==> src/rtl/tftp_request_decode_pkg.sv <==
// Shared opcodes, error codes, parser states and the default name/address
// tables for the TFTP RRQ/WRQ request decoder.
package tftp_request_decode_pkg;

    localparam logic [15:0] OP_RRQ    = 16'd1;
    localparam logic [15:0] OP_WRQ    = 16'd2;
    localparam logic [15:0] TFTP_PORT = 16'd69;

    typedef enum logic [2:0] {
        ERR_NONE       = 3'd0,
        ERR_BAD_OPCODE = 3'd1,
        ERR_NAME_LONG  = 3'd2,
        ERR_NOT_FOUND  = 3'd3,
        ERR_BAD_MODE   = 3'd4
    } err_code_e;

    typedef enum logic [2:0] {
        ST_IDLE,
        ST_OP_LO,
        ST_NAME,
        ST_MODE,
        ST_DONE,
        ST_ERR
    } state_e;

    localparam int                    MODE_LEN   = 5;
    localparam logic [8*MODE_LEN-1:0] MODE_OCTET = "octet";

    // Entry 0 sits at the MSB end; each entry is 20 bytes, first character first, NUL-padded.
    localparam logic [4*20*8-1:0] DEFAULT_NAMES = {
        "boot.bin", 96'h0,
        "test.txt", 96'h0,
        "config.cfg", 80'h0,
        "readme", 112'h0
    };
    localparam logic [4*16-1:0] DEFAULT_ADDRS = {16'h0000, 16'h0400, 16'h0800, 16'h0C00};

    function automatic logic [7:0] fold_case(input logic [7:0] b);
        return (b >= 8'h41 && b <= 8'h5A) ? (b | 8'h20) : b;
    endfunction

    // Expected mode byte at position i; the terminating NUL follows the last letter.
    function automatic logic [7:0] mode_char(input int i);
        if (i < MODE_LEN) begin
            return MODE_OCTET[8*(MODE_LEN-1-i) +: 8];
        end else begin
            return 8'h00;
        end
    endfunction

endpackage

==> src/rtl/tftp_request_decode_filename_rom.sv <==
// Constant filename table and file base-address table. Returns byte idx of
// every name in parallel; positions at or beyond MAX_NAME_LEN read as NUL.
module tftp_request_decode_filename_rom #(
    parameter int NUM_FILES    = 4,
    parameter int MAX_NAME_LEN = 20,
    parameter int ADDR_W       = 16,
    parameter int IDX_W        = 5,
    parameter logic [NUM_FILES*MAX_NAME_LEN*8-1:0] NAME_TABLE = '0,
    parameter logic [NUM_FILES*ADDR_W-1:0]         ADDR_TABLE = '0
) (
    input  logic [IDX_W-1:0]                  idx,
    output logic [NUM_FILES-1:0][7:0]         name_bytes,
    output logic [NUM_FILES-1:0][ADDR_W-1:0]  file_addr
);

    localparam int TBITS = NUM_FILES * MAX_NAME_LEN * 8;

    // NOTE: the tables are constants, so there is nothing to reset here.
    always_comb begin
        for (int k = 0; k < NUM_FILES; k++) begin
            name_bytes[k] = 8'h00;
            if (int'(idx) < MAX_NAME_LEN) begin
                name_bytes[k] = NAME_TABLE[TBITS - 8 - (k * MAX_NAME_LEN + int'(idx)) * 8 +: 8];
            end
            file_addr[k] = ADDR_TABLE[(NUM_FILES - 1 - k) * ADDR_W +: ADDR_W];
        end
    end

endmodule

==> src/rtl/tftp_request_decode.sv <==
// TFTP RRQ/WRQ payload parser: opcode, filename lookup in a constant table,
// "octet" mode check; reports a matched file or a rejection code.
module tftp_request_decode
    import tftp_request_decode_pkg::*;
#(
    parameter int          NUM_FILES    = 4,
    parameter int          MAX_NAME_LEN = 20,
    parameter int          ADDR_W       = 16,
    parameter logic [15:0] SERVER_PORT  = TFTP_PORT,
    parameter logic [NUM_FILES*MAX_NAME_LEN*8-1:0] NAME_TABLE = DEFAULT_NAMES,
    parameter logic [NUM_FILES*ADDR_W-1:0]         ADDR_TABLE = DEFAULT_ADDRS,
    parameter int          FILE_IDX_W   = (NUM_FILES > 1) ? $clog2(NUM_FILES) : 1
) (
    input  logic                  clk,
    input  logic                  reset,
    input  logic                  en,
    input  logic                  sof,
    input  logic [7:0]            eth_data,
    input  logic [15:0]           dest_port,
    output logic                  valid,
    output logic                  error,
    output logic [2:0]            err_code,
    output logic [ADDR_W-1:0]     mem_location,
    output logic [FILE_IDX_W-1:0] file_index,
    output logic                  is_write,
    output logic                  valid_port,
    output logic                  busy
);

    // One counter walks both the name and the mode string.
    localparam int IDX_W = $clog2(((MAX_NAME_LEN > MODE_LEN) ? MAX_NAME_LEN : MODE_LEN) + 1);

    state_e                 state_q, state_d;
    err_code_e              err_q, err_d;
    logic [IDX_W-1:0]       idx_q, idx_d;
    logic [NUM_FILES-1:0]   match_q, match_d, match_next;
    logic [7:0]             op_hi_q, op_hi_d;
    logic                   valid_d, error_d, wr_d, vp_d;
    logic [ADDR_W-1:0]      mem_d, first_addr;
    logic [FILE_IDX_W-1:0]  fi_d, first_fi;
    logic [15:0]            opcode;

    logic [NUM_FILES-1:0][7:0]        name_bytes;
    logic [NUM_FILES-1:0][ADDR_W-1:0] file_addr;

    tftp_request_decode_filename_rom #(
        .NUM_FILES    (NUM_FILES),
        .MAX_NAME_LEN (MAX_NAME_LEN),
        .ADDR_W       (ADDR_W),
        .IDX_W        (IDX_W),
        .NAME_TABLE   (NAME_TABLE),
        .ADDR_TABLE   (ADDR_TABLE)
    ) u_rom (
        .idx        (idx_q),
        .name_bytes (name_bytes),
        .file_addr  (file_addr)
    );

    assign opcode = {op_hi_q, eth_data};

    // NOTE: every signal written here gets a default first, so no latch is inferred.
    always_comb begin
        state_d    = state_q;
        idx_d      = idx_q;
        match_d    = match_q;
        op_hi_d    = op_hi_q;
        err_d      = err_q;
        mem_d      = mem_location;
        fi_d       = file_index;
        wr_d       = is_write;
        vp_d       = valid_port;
        valid_d    = 1'b0;
        error_d    = 1'b0;
        match_next = match_q;
        first_fi   = '0;
        first_addr = '0;

        for (int k = 0; k < NUM_FILES; k++) begin
            match_next[k] = match_q[k] && (name_bytes[k] == eth_data);
        end
        // Descending scan leaves the lowest surviving entry selected.
        for (int k = NUM_FILES - 1; k >= 0; k--) begin
            if (match_next[k]) begin
                first_fi   = FILE_IDX_W'(k);
                first_addr = file_addr[k];
            end
        end

        if (en && sof) begin
            vp_d = (dest_port == SERVER_PORT);
            if (dest_port == SERVER_PORT) begin
                state_d = ST_OP_LO;
                op_hi_d = eth_data;
                err_d   = ERR_NONE;
                wr_d    = 1'b0;
                fi_d    = '0;
                mem_d   = '0;
            end else begin
                state_d = ST_IDLE;
            end
        end else if (en) begin
            case (state_q)
                ST_OP_LO: begin
                    if (opcode == OP_RRQ || opcode == OP_WRQ) begin
                        wr_d    = (opcode == OP_WRQ);
                        state_d = ST_NAME;
                        idx_d   = '0;
                        match_d = '1;
                    end else begin
                        state_d = ST_ERR;
                        error_d = 1'b1;
                        err_d   = ERR_BAD_OPCODE;
                    end
                end
                ST_NAME: begin
                    // A NUL only survives where the table entry also ends here.
                    if (eth_data == 8'h00) begin
                        if (|match_next) begin
                            state_d = ST_MODE;
                            idx_d   = '0;
                            fi_d    = first_fi;
                            mem_d   = first_addr;
                        end else begin
                            state_d = ST_ERR;
                            error_d = 1'b1;
                            err_d   = ERR_NOT_FOUND;
                        end
                    end else if (idx_q == IDX_W'(MAX_NAME_LEN)) begin
                        state_d = ST_ERR;
                        error_d = 1'b1;
                        err_d   = ERR_NAME_LONG;
                    end else begin
                        match_d = match_next;
                        idx_d   = idx_q + IDX_W'(1);
                    end
                end
                ST_MODE: begin
                    if (fold_case(eth_data) != mode_char(int'(idx_q))) begin
                        state_d = ST_ERR;
                        error_d = 1'b1;
                        err_d   = ERR_BAD_MODE;
                    end else if (idx_q == IDX_W'(MODE_LEN)) begin
                        state_d = ST_DONE;
                        valid_d = 1'b1;
                    end else begin
                        idx_d = idx_q + IDX_W'(1);
                    end
                end
                default: ;
            endcase
        end
    end

    // NOTE: non-blocking assignments so every register samples pre-edge values.
    always_ff @(posedge clk) begin
        if (reset) begin
            state_q      <= ST_IDLE;
            err_q        <= ERR_NONE;
            idx_q        <= '0;
            match_q      <= '1;
            op_hi_q      <= '0;
            valid        <= 1'b0;
            error        <= 1'b0;
            mem_location <= '0;
            file_index   <= '0;
            is_write     <= 1'b0;
            valid_port   <= 1'b0;
        end else begin
            state_q      <= state_d;
            err_q        <= err_d;
            idx_q        <= idx_d;
            match_q      <= match_d;
            op_hi_q      <= op_hi_d;
            valid        <= valid_d;
            error        <= error_d;
            mem_location <= mem_d;
            file_index   <= fi_d;
            is_write     <= wr_d;
            valid_port   <= vp_d;
        end
    end

    assign err_code = err_q;
    assign busy     = (state_q == ST_OP_LO) || (state_q == ST_NAME) || (state_q == ST_MODE);

endmodule
==> config.mk <==
export PLATFORM = sky130hd
export DESIGN_NAME = tftp_request_decode
export DESIGN_NICKNAME = d
export VERILOG_FILES = /design/src/rtl/tftp_request_decode_pkg.sv /design/src/rtl/tftp_request_decode_filename_rom.sv /design/src/rtl/tftp_request_decode.sv
export SDC_FILE = /design/constraint.sdc
export NUM_CORES = 1
export LEC_CHECK = 0
export ABC_CLOCK_PERIOD_IN_PS = 6480
export BUFFER_PORTS_ARGS = -buffer_cell sky130_fd_sc_hd__buf_2
export CORE_MARGIN = 2
export CORE_UTILIZATION = 35
export CTS_CLUSTER_DIAMETER = 50
export DETAILED_ROUTE_END_ITERATION = 10
export PLACE_DENSITY = 0.56
export REMOVE_ABC_BUFFERS = 1
export SETUP_SLACK_MARGIN = 0.1
export SLEW_MARGIN = 20
export SYNTH_ARGS = -nofsm -noshare
export SYNTH_HDL_FRONTEND = slang
export SYNTH_SLANG_ARGS = --single-unit
==> constraint.sdc <==
create_clock -name clk -period 6.48 [get_ports clk]
set_input_delay 0.648 -clock clk [delete_from_list [all_inputs] [get_ports clk]]
set_output_delay 0.648 -clock clk [all_outputs]
set_load 0.02 [all_outputs]
Yosys cells after proc, flatten, opt, wreduce, memory -nomap -nowiden --
Cells that the tools add are included.
Word-level totals: word-level logic and storage cells 158, input bits 28, register bits after elaboration 45
Cells by class: multiplexer cells 71, bitwise operators 3, shift operators 5, magnitude comparators 4, reduce and logical (&&, ||, !) cells 29, add/sub/neg operators 9, equal/unequal tests 26
Operators with widths (number):
- indexed part select 640 x 32 -> 8 bit (first input constant) | 4
- 2-to-1 mux 16 bit | 8
- subtractor 11 x 32 -> 32 bit (first input constant) | 3
- 2-to-1 mux 8 bit | 8
- 2-to-1 mux 3 bit | 16
- indexed part select 40 x 9 -> 8 bit (first input constant) | 1
- == test 8 bit | 4
- 2-to-1 mux 5 bit | 6
- 2-to-1 mux 12 bit | 2
- 2-to-1 mux 2 bit | 10
- case mux 3 bit (3 select lines) | 2
- == test 16 x 1 -> 1 bit (second input constant) | 1
- == test 16 x 2 -> 1 bit (second input constant) | 1
- == test 16 x 7 -> 1 bit (second input constant) | 1
- case mux 5 bit (3 select lines) | 1
- adder 6 x 5 -> 7 bit (first input constant) | 2
- nonzero test 2 bit | 7
- 2-to-1 mux 1 bit | 12
- 2-to-1 mux 4 bit | 3
- != test 3 bit (second input constant) | 4
- != test 4 bit (second input constant) | 3
- subtractor 10 x 8 -> 11 bit (first input constant) | 1
- != test 2 bit (second input constant) | 5
- >= comparator 8 x 7 -> 1 bit (second input constant) | 1
- 30 further kinds | 41

Longest topological paths before layout --
Gate-level depths: netlist (run 1).
depth after elaboration 15, gate-level depth with buffers 18

By module --
Synthesis (run 1) repeated with hierarchy kept, for this count alone.
Unflattened totals: cell total of the unflattened synthesis 757, area total of the unflattened synthesis 5560.3 µm²
By module, submodules not included:
- tftp_request_decode | seq. area each 900.9 µm², area each 3342.0 µm², cells an instance 421, instances 1
- tftp_request_decode_filename_rom | seq. area each 0.0 µm², area each 2218.4 µm², cells an instance 336, instances 1

Worst setup path after synthesis (run 1) --
Ideal clock, no wire load.
path type register to register, start register idx_q[3], end register idx_q[0], buffers on the path 5, path slack 2120 ps, data required time 6359 ps, arrival time 4240 ps, cell stages (with the launch flop) 19, cell sequence dfxtp_1 buf_2 buf_2 inv_1 ha_1 buf_2 clkbuf_1 a21boi_0 fa_1 clkbuf_1 inv_1 a31oi_1 a2111oi_2 xnor2_1 nand4_1 or4_4 a41oi_4 o21a_4 mux2_2
Between the ends: longest elaborated chain between the ends 9, elaborated cells on any way between the ends 40, those cells by class add/sub: 8; order compare: 2; eq/ne: 11; shift: 5; mux: 8; reduce/logical: 6
Ends and longest elaborated chain:
- start: declaration | RTL line tftp_request_decode.sv:35 | logic [IDX_W-1:0] idx_q, idx_d;
- start signal: assignment | RTL line tftp_request_decode.sv:171 | idx_q <= idx_d;
- adder 6 x 5 -> 7 bit, or another cell as far along | RTL line tftp_request_decode_filename_rom.sv:23 | name_bytes[k] = NAME_TABLE[TBITS - 8 - (k * MAX_NAME_LEN + int'(idx)) * 8 +: 8];
- subtractor 11 x 32 -> 32 bit or indexed part select 40 x 9 -> 8 bit (tied branches) | RTL line tftp_request_decode_filename_rom.sv:23, tftp_request_decode_pkg.sv:45
- indexed part select 640 x 32 -> 8 bit or 2-to-1 mux 8 bit (tied branches) | RTL line tftp_request_decode_filename_rom.sv:23, tftp_request_decode_pkg.sv:44
- 2-to-1 mux 8 bit, on equally long branches | RTL line tftp_request_decode_filename_rom.sv:22, tftp_request_decode.sv:102
- == test 8 bit or 2-to-1 mux 8 bit (tied branches) | RTL line tftp_request_decode.sv:79, tftp_request_decode.sv:101
- logical AND 1 bit or 2-to-1 mux 8 bit (tied branches) | RTL line tftp_request_decode.sv:79, tftp_request_decode.sv:89
- OR reduction 4 bit or != test 8 bit (tied branches) | RTL line tftp_request_decode.sv:118, tftp_request_decode.sv:138
- != test 3 bit (no source line) or != test 2 bit (tied branches)
- AND reduction 8 bit (no source line) (*)
Mark *: on every way between the ends. The rest lies on a longest branch, timed or not. The select of a mux whose other input is x is not followed. A chain may end at the register's enable or synchronous reset.

Worst setup path after layout (run 1) --
start register idx_q[2], end register idx_q[0]
The elaborated chain is that of the path after synthesis.

==> impl_metrics.csv, run 1 <==
group,metric,value,unit
finish,n_antenna_cell,0,
sta,finalSetupTns,0,ns
synthesis,synth_top_area_cell,"dfxtp_1",
clock_network,clk_pin_slew_worst_paths,0.05,ns
sta,skew,0.005853,ns
sta,rsz0062_at_grt,"no",
grt,grt_usage,21.22,%
sta,slew_viol_final,0,
worst_setup_path,crit_path_start_kind,"flip-flop",
place,hpwl,10.26,mm
worst_setup_path,critPathKind,"flip-flop to flip-flop",
grt,grt_max_degree,58,
floorplanning,io_pins,54,
synthesis,syn_inst,622,
sta,slew_headroom,36.49,%
synthesis,ys_warn_count,0,
floorplanning,core-area,0.01257,mm^2
hold_path,hp-class,"flip-flop to flip-flop",
place,place_congestion,0.8858,
synthesis,synth_seq_cells,29,
finish,num-fill-cells,1323,
run,maxCapViolCount,0,
clock_network,h-tree-depth,2,
sta,max_freq,200.0,MHz
worst_setup_path,worstRegToRegCells,13,
synthesis,synth_top_area_share,12.96,%
drt,drc,0,
synthesis,synthArstFlopShare,0,%
synthesis,yosysSeqAreaShare,12.96,%
outcome,outcome,"finished, final reports clean",
drt,wl,14.48,mm
synthesis,synth_edf_count,0,
floorplanning,die_y,117.1,um
clock_network,cts_resized,0,
drt,drtIter0Drc,537,
finish,final_cell_mix,"nor2_1, buf_2, nand2_1",
clock_network,cts_root_buf,"clkbuf_16",
floorplanning,std_cell_rows,41,
pwr,vdd_drop_max,0.0001465,V
drt,ant_nets,0,
pwr,leakagePower,1.871,nW
synthesis,netlist-cell-type-count,87,
clock_network,numCtsBuffers,5,
sta,worstMarginPinSlew,0.9458,ns
sta,fin_worst_hold_slack,0.4703,ns
finish,nets,678,
synthesis,ys.flop_type,"dfxtp_1",
worst_setup_path,crit_required,6.64,ns
sta,layout_min_cycle_time,4.999,ns
worst_setup_path,crit_arrival,5.16,ns
clock_network,insertion_delay,0.27,ns
finish,drive_above_1_share,13.60,%
sta,setup_violations,0,
finish,layout_commonest_cell,"nor2_1",
grt,antenna_found_initial,0,
grt,grt_overflow_total,0,
finish,postLayoutCellArea,0.004790,mm^2
drt,drt_first_pass_iters,5,
finish,syn_to_final_growth,6.897,%
synthesis,syn_area,0.004481,mm^2
drt,avgRoutedWirePerCell,18.16,um
floorplanning,dieArea,0.01372,mm^2
place,port_buffers,39,
synthesis,yosys-top-cells-area,"dfxtp_1, ha_1, nor2_1",
grt,grt_pass1_vias,4534,
grt,grt_pass1_wl,23.17,mm
synthesis,syn_avg_cell_area,7.203,um^2
worst_setup_path,cp_max_fo,18,
floorplanning,start_util,35.65,%
pwr,power.density,99.30,mW/mm^2
hold_path,worstHoldPathCells,2,
clock_network,cts_buffer_depth,2,
sta,hold_viol_final,0,
clock_network,cts_num_sinks,29,
drt,viasPerCell,6.139,
clock_network,cts_setup_buffers,0,
place,dpl_cell_area,0.004647,mm^2
floorplanning,die_x,117.1,um
clock_network,cts_tree,"done",
clock_network,cts_hold_buf,0,
worst_setup_path,cp-end-kind,"flip-flop",
sta,period_share,77.15,%
drt,vias,4893,
-- final timing paths --
check | to | slack [ns] | start
setup / recovery | idx_q[0]$_SDFFE_PP0P_ | 1.48 | idx_q[2]$_SDFFE_PP0P_
hold / removal | valid_port$_SDFFE_PP0P_ | 0.47 | valid_port$_SDFFE_PP0P_
setup reg to reg | idx_q[0]$_SDFFE_PP0P_ | 1.48 | idx_q[2]$_SDFFE_PP0P_
hold reg to reg | valid_port$_SDFFE_PP0P_ | 0.47 | valid_port$_SDFFE_PP0P_
-- power by group --
| part | switching [W] | leakage, nW | internal (W) | total (W) |
|---|---|---|---|---|
| Combinational | 0.0000490 | 1.57 | 0.0000241 | 0.0000732 |
| Clock | 0.0000792 | 0.0696 | 0.000140 | 0.000219 |
| Sequential | 0.00000183 | 0.235 | 0.000181 | 0.000183 |
-- synth_stat cells, types with 5 or more instances --
cell type / n
and3_1: 11
and2_1: 5
nand4_1: 16
a21o_1: 6
clkbuf_1: 29
or2_2: 7
buf_2: 13
o21ai_0: 30
a21oi_1: 34
inv_1: 15
dfxtp_1: 29
nand2b_1: 15
a211o_1: 6
nand3_1: 18
nor3_1: 20
or3_1: 11
o22ai_1: 6
xnor2_1: 12
mux2i_1: 15
ha_1: 25
nand2_1: 36
buf_4: 19
a211oi_1: 5
nor4_1: 15
nor2_1: 52
o211ai_1: 8
nor2b_1: 22
o41ai_1: 5
a31oi_1: 17
-- per-stage QoR --
stage | util (%) | std cells | worst slack, ns | power [W]
after floorplan | - | 569 | 1.475 | 0.0002262
after CTS | 38.11 | 797 | 1.609 | 0.0004805
after global routing | 38.11 | 797 | 1.232 | 0.0004966
final | 38.11 | 797 | 1.481 | 0.0004756
after detailed placement | 36.97 | 789 | 1.628 | 0.0002585
after global placement | 36.97 | 789 | 1.737 | 0.0002580
-- flip-flops by register name (all words and copies together), names as in the netlist --
register / count
state_q: 3
err_code: 3
is_write: 1
valid: 1
idx_q: 5
valid_port: 1
error: 1
op_hi_q: 8
mem_location: 2
match_q: 4
-- routing by layer --
metal | track usage [%] | wire length [um] | up-vias
li1 | - | - | 2323
met1 | 27.70 | 6304 | 2278
met2 | 35.44 | 6616 | 242
met3 | 2.472 | 969 | 50
met4 | 8.941 | 585 | 0
met5 | 0 | 0 | -
-- logic make-up after synthesis --
group	synth area share, %
simple gates	31.86
compound gates	30.27
buf+inv	9.662
flops	12.96
fa+ha+maj	7.428
mux	4.607
xor+xnor	3.128
other cells	0.08370
-- layout make-up --
class / count / area, um^2 / share of cell area [%]
inverters: 19 / 71.32 / 1.489
multi-input cells: 521 / 3516 / 73.41
clock buffers: 5 / 125.1 / 2.612
flip-flops and latches: 29 / 581.8 / 12.15
well taps: 172 / 215.2 / 4.493
repair buffers: 48 / 262.8 / 5.486
clock inverters: 3 / 17.52 / 0.3657
-- critical path, stage by stage (launching register included) --
cell and delay (ns):
dfxtp_2 0.32, ha_1 0.21, xnor2_1 0.75, inv_1 0.45, ha_1 0.62, or2_2 0.40, nor4_1 0.30, or3_1 0.16
o211ai_1 0.08, nor4_1 0.31, nand4_1 0.37, a41oi_4 0.37, o21a_4 0.19, mux2_2 0.33
(Power assumes the default switching activity.)
==> run 2: changes to the inputs <==
ABC_AREA = 1   (was unset)
ABC_CLOCK_PERIOD_IN_PS = 5100   (was 6480)
clock period = 5.1 ns   (was 6.48 ns; I/O delays follow)
==> run 2 against run 1 <==
  * Via count rose by 6.3%
  * Synthesized cell count rose by 27%
  * Combinational power rose to 5.0 times the previous value
  * Non-clock buffer count fell by 1
  * Sequential power rose by 28%
  * Clock-buffer cell count rose by 1
  * Global-route usage rose by 0.69 points
  * Critical path type unchanged
  * Largest power group is now combinational cells
==> impl_metrics.csv, run 2 <==
group,metric,value,unit
outcome,outcome,"finished, final reports clean",
synthesis,synth_compound_area_share,11.67,%
synthesis,synthMuxAreaShare,0,%
grt,grt_overflow_total,0,
finish,drive_above_1_share,10.70,%
place,dp_worst_setup_slack,1.087,ns
sta,max_freq,240.9,MHz
floorplanning,die_y,115.1,um
pwr,leakagePower,2.401,nW
hold_path,worst_hold_startpoint,"op_hi_q[3]$_SDFFE_PP0P_",
sta,setup_violations,0,
pwr,p_clk_share,32.2,%
clock_network,cts_hold_buf,0,
drt,viasPerCell,5.417,
sta,hold_viol_final,0,
synthesis,syn_area,0.004319,mm^2
hold_path,min_to,"op_hi_q[3]$_SDFFE_PP0P_",
sta,worstMarginPinSlew,0.6606,ns
sta,rsz0062_at_grt,"no",
clock_network,numCtsBuffers,5,
finish,postLayoutCellArea,0.004657,mm^2
finish,final_cell_mix,"nand2_1, nand3_1, nor2_1",
worst_setup_path,crit_arrival,4.32,ns
clock_network,cts_setup_buffers,0,
clock_network,cts_root_buf,"clkbuf_16",
synthesis,synthArstFlopShare,0,%
worst_setup_path,critPathKind,"flip-flop to flip-flop",
pwr,power_switching,0.0003555,W
drt,drt_first_pass_iters,6,
synthesis,synth_top_area_cell,"nand2_1",
clock_network,cts_num_sinks,29,
synthesis,synth_top_family_by_area,"simple AND/OR/NAND/NOR gates",
pwr,vdd_drop_max,0.0001274,V
grt,grt_pass1_wl,23.17,mm
clock_network,insertion_delay,0.27,ns
synthesis,synth-simple-area-share,51.94,%
finish,layout_commonest_cell,"nand2_1",
sta,slew_headroom,55.96,%
worst_setup_path,crit_path_start_kind,"flip-flop",
sta,skew,0.005643,ns
synthesis,yosysSeqAreaShare,13.44,%
sta,slew_viol_final,0,
sta,fin_ws,0.9493,ns
synthesis,synth_top_area_share,22.60,%
pwr,p_comb_share,41.3,%
clock_network,cts_buffer_depth,2,
worst_setup_path,crit_required,5.27,ns
drt,ant_nets,0,
pwr,seqPwrFrac,26.5,%
worst_setup_path,worstRegToRegCells,23,
worst_setup_path,cp_max_fo,16,
synthesis,ys.flop_type,"dfxtp_1",
sta,period_share,81.39,%
drt,drtIter0Drc,447,
worst_setup_path,cp-end-kind,"flip-flop",
synthesis,syn_avg_cell_area,5.467,um^2
synthesis,ys_warn_count,0,
synthesis,yosysMostFrequentCell,"nand2_1",
grt,grt_max_degree,23,
run,maxCapViolCount,0,
finish,top_register,"op_hi_q",
sta,layout_min_cycle_time,4.151,ns
floorplanning,start_util,35.96,%
sta,finalSetupTns,0,ns
clock_network,clk_pin_slew_worst_paths,0.05,ns
clock_network,cts_tree,"done",
finish,reg_top3,"op_hi_q x8, idx_q x5, match_q x4",
synthesis,synthXorXnorAreaFrac,1.419,%
synthesis,synth_edf_count,0,
clock_network,cts_resized,0,
floorplanning,dieArea,0.01324,mm^2
floorplanning,die_x,115.1,um
pwr,p_sw_share,40.32,%
drt,wl,14.55,mm
worst_setup_path,rrSetupSlack,0.95,ns
worst_setup_path,worstReg2RegStart,"idx_q[4]$_SDFFE_PP0P_",
finish,nets,866,
clock_network,h-tree-depth,2,
finish,fin_util,38.77,%
pwr,power.density,189.3,mW/mm^2
synthesis,synth_common_cells,"nand2_1, nand3_1, nor2_1, inv_1, a21oi_1",
floorplanning,std_cell_rows,40,
place,dpl_cell_area,0.004518,mm^2
drt,vias,5200,
worst_setup_path,r2r-end,"idx_q[2]$_SDFFE_PP0P_",
synthesis,syn_inst,790,
hold_path,hp-class,"flip-flop to flip-flop",
place,port_buffers,39,
place,hpwl,11.01,mm
synthesis,yosys-top-cells-area,"nand2_1, dfxtp_1, nand3_1",
floorplanning,io_pins,54,
finish,n_antenna_cell,0,
hold_path,worstHoldPathCells,2,
finish,syn_to_final_growth,7.822,%
synthesis,synth-adder-area-share,7.706,%
pwr,power.internal,0.0005262,W
grt,grt_usage,21.91,%
drt,drc,0,
synthesis,netlist-cell-type-count,41,
grt,antenna_found_initial,0,
place,place_congestion,0.9426,
synthesis,synth_seq_cells,29,
finish,largest_register_ffs,8,
grt,grt_pass1_vias,4618,
drt,avgRoutedWirePerCell,15.16,um
floorplanning,core-area,0.01201,mm^2
==> run 2: how the worst max path moves through the flow <==
stage	from	to	depth (start not counted)
after global routing	idx_q[4]$_SDFFE_PP0P_	idx_q[2]$_SDFFE_PP0P_	24
final	idx_q[4]$_SDFFE_PP0P_	idx_q[2]$_SDFFE_PP0P_	23
after floorplan	idx_q[2]$_SDFFE_PP0P_	idx_q[2]$_SDFFE_PP0P_	21
after detailed placement	idx_q[4]$_SDFFE_PP0P_	idx_q[2]$_SDFFE_PP0P_	23
after global placement	idx_q[4]$_SDFFE_PP0P_	idx_q[2]$_SDFFE_PP0P_	23
after CTS	idx_q[4]$_SDFFE_PP0P_	idx_q[2]$_SDFFE_PP0P_	23
==> run 2: worst max-delay path: stages, from the launching register on <==
cell and delay (ns):
dfxtp_1 0.29, buf_4 0.19, inv_1 0.37, ha_1 0.43
a21boi_0 0.18, fa_1 0.51, inv_1 0.21, nand3_1 0.17
inv_1 0.12, o21ai_1 0.07, nor2_1 0.13, nand2_1 0.07
nand2_1 0.05, nand2_1 0.05, nor2_1 0.08, nand3_1 0.10
nor2_1 0.23, nor2_1 0.14, nand3_2 0.13, nand2_2 0.09
nand2_4 0.11, nand2_2 0.11, o21ai_1 0.14, nor2_1 0.05
==> run 2: final cells by class <==
cell class	count	area [um^2]
clock buffers	6	128.9
clock inverters	2	10.01
fillers	1338	7355
inverters	81	304.0
multi-input cells	648	3194
flip-flops and latches	29	580.6
well taps	147	183.9
repair buffers	47	255.2
==> run 2: layer usage <==
metal / vias up / part of all wire [%] / GRT usage (%) / wire length, um
met5: - / 0 / 0 / 0
met4: 0 / 2.8 / 7.550 / 408
met3: 36 / 7.2 / 3.321 / 1049
met2: 232 / 45 / 34.47 / 6489
met1: 2353 / 45 / 30.54 / 6604
li1: 2579 / - / - / -
==> run 2: power groups by stage <==
stage / clock, W / combinational, W / sequential (W)
CTS: 0.000287 / 0.000359 / 0.000234
finish: 0.000284 / 0.000364 / 0.000234
floorplan: 0 / 0.000256 / 0.000246
global placement: 0 / 0.000359 / 0.000238
global route: 0.000304 / 0.000410 / 0.000234
detailed placement: 0 / 0.000358 / 0.000238
==> run 2: cells by family (layout without fill, tap and decap cells) <==
logic type               count (synthesis)  after routing
AND/OR/NAND/NOR                        508            508
other                                    1             14
adder cells (fa/ha/maj)                 26             26
XOR/XNOR                                 7              7
flip-flops                              29             29
buffers and inverters                  126            136
AO/OA/AOI/OAI                           93             93
==> run 2: per-stage QoR <==
stage,cells,total power (W),hold WS (ns)
floorplan,758,0.0005017,0.4284
global placement,952,0.0005969,0.4505
detailed placement,952,0.0005960,0.4503
CTS,960,0.0008795,0.4582
global route,960,0.0009480,0.4748
finish,960,0.0008817,0.4536
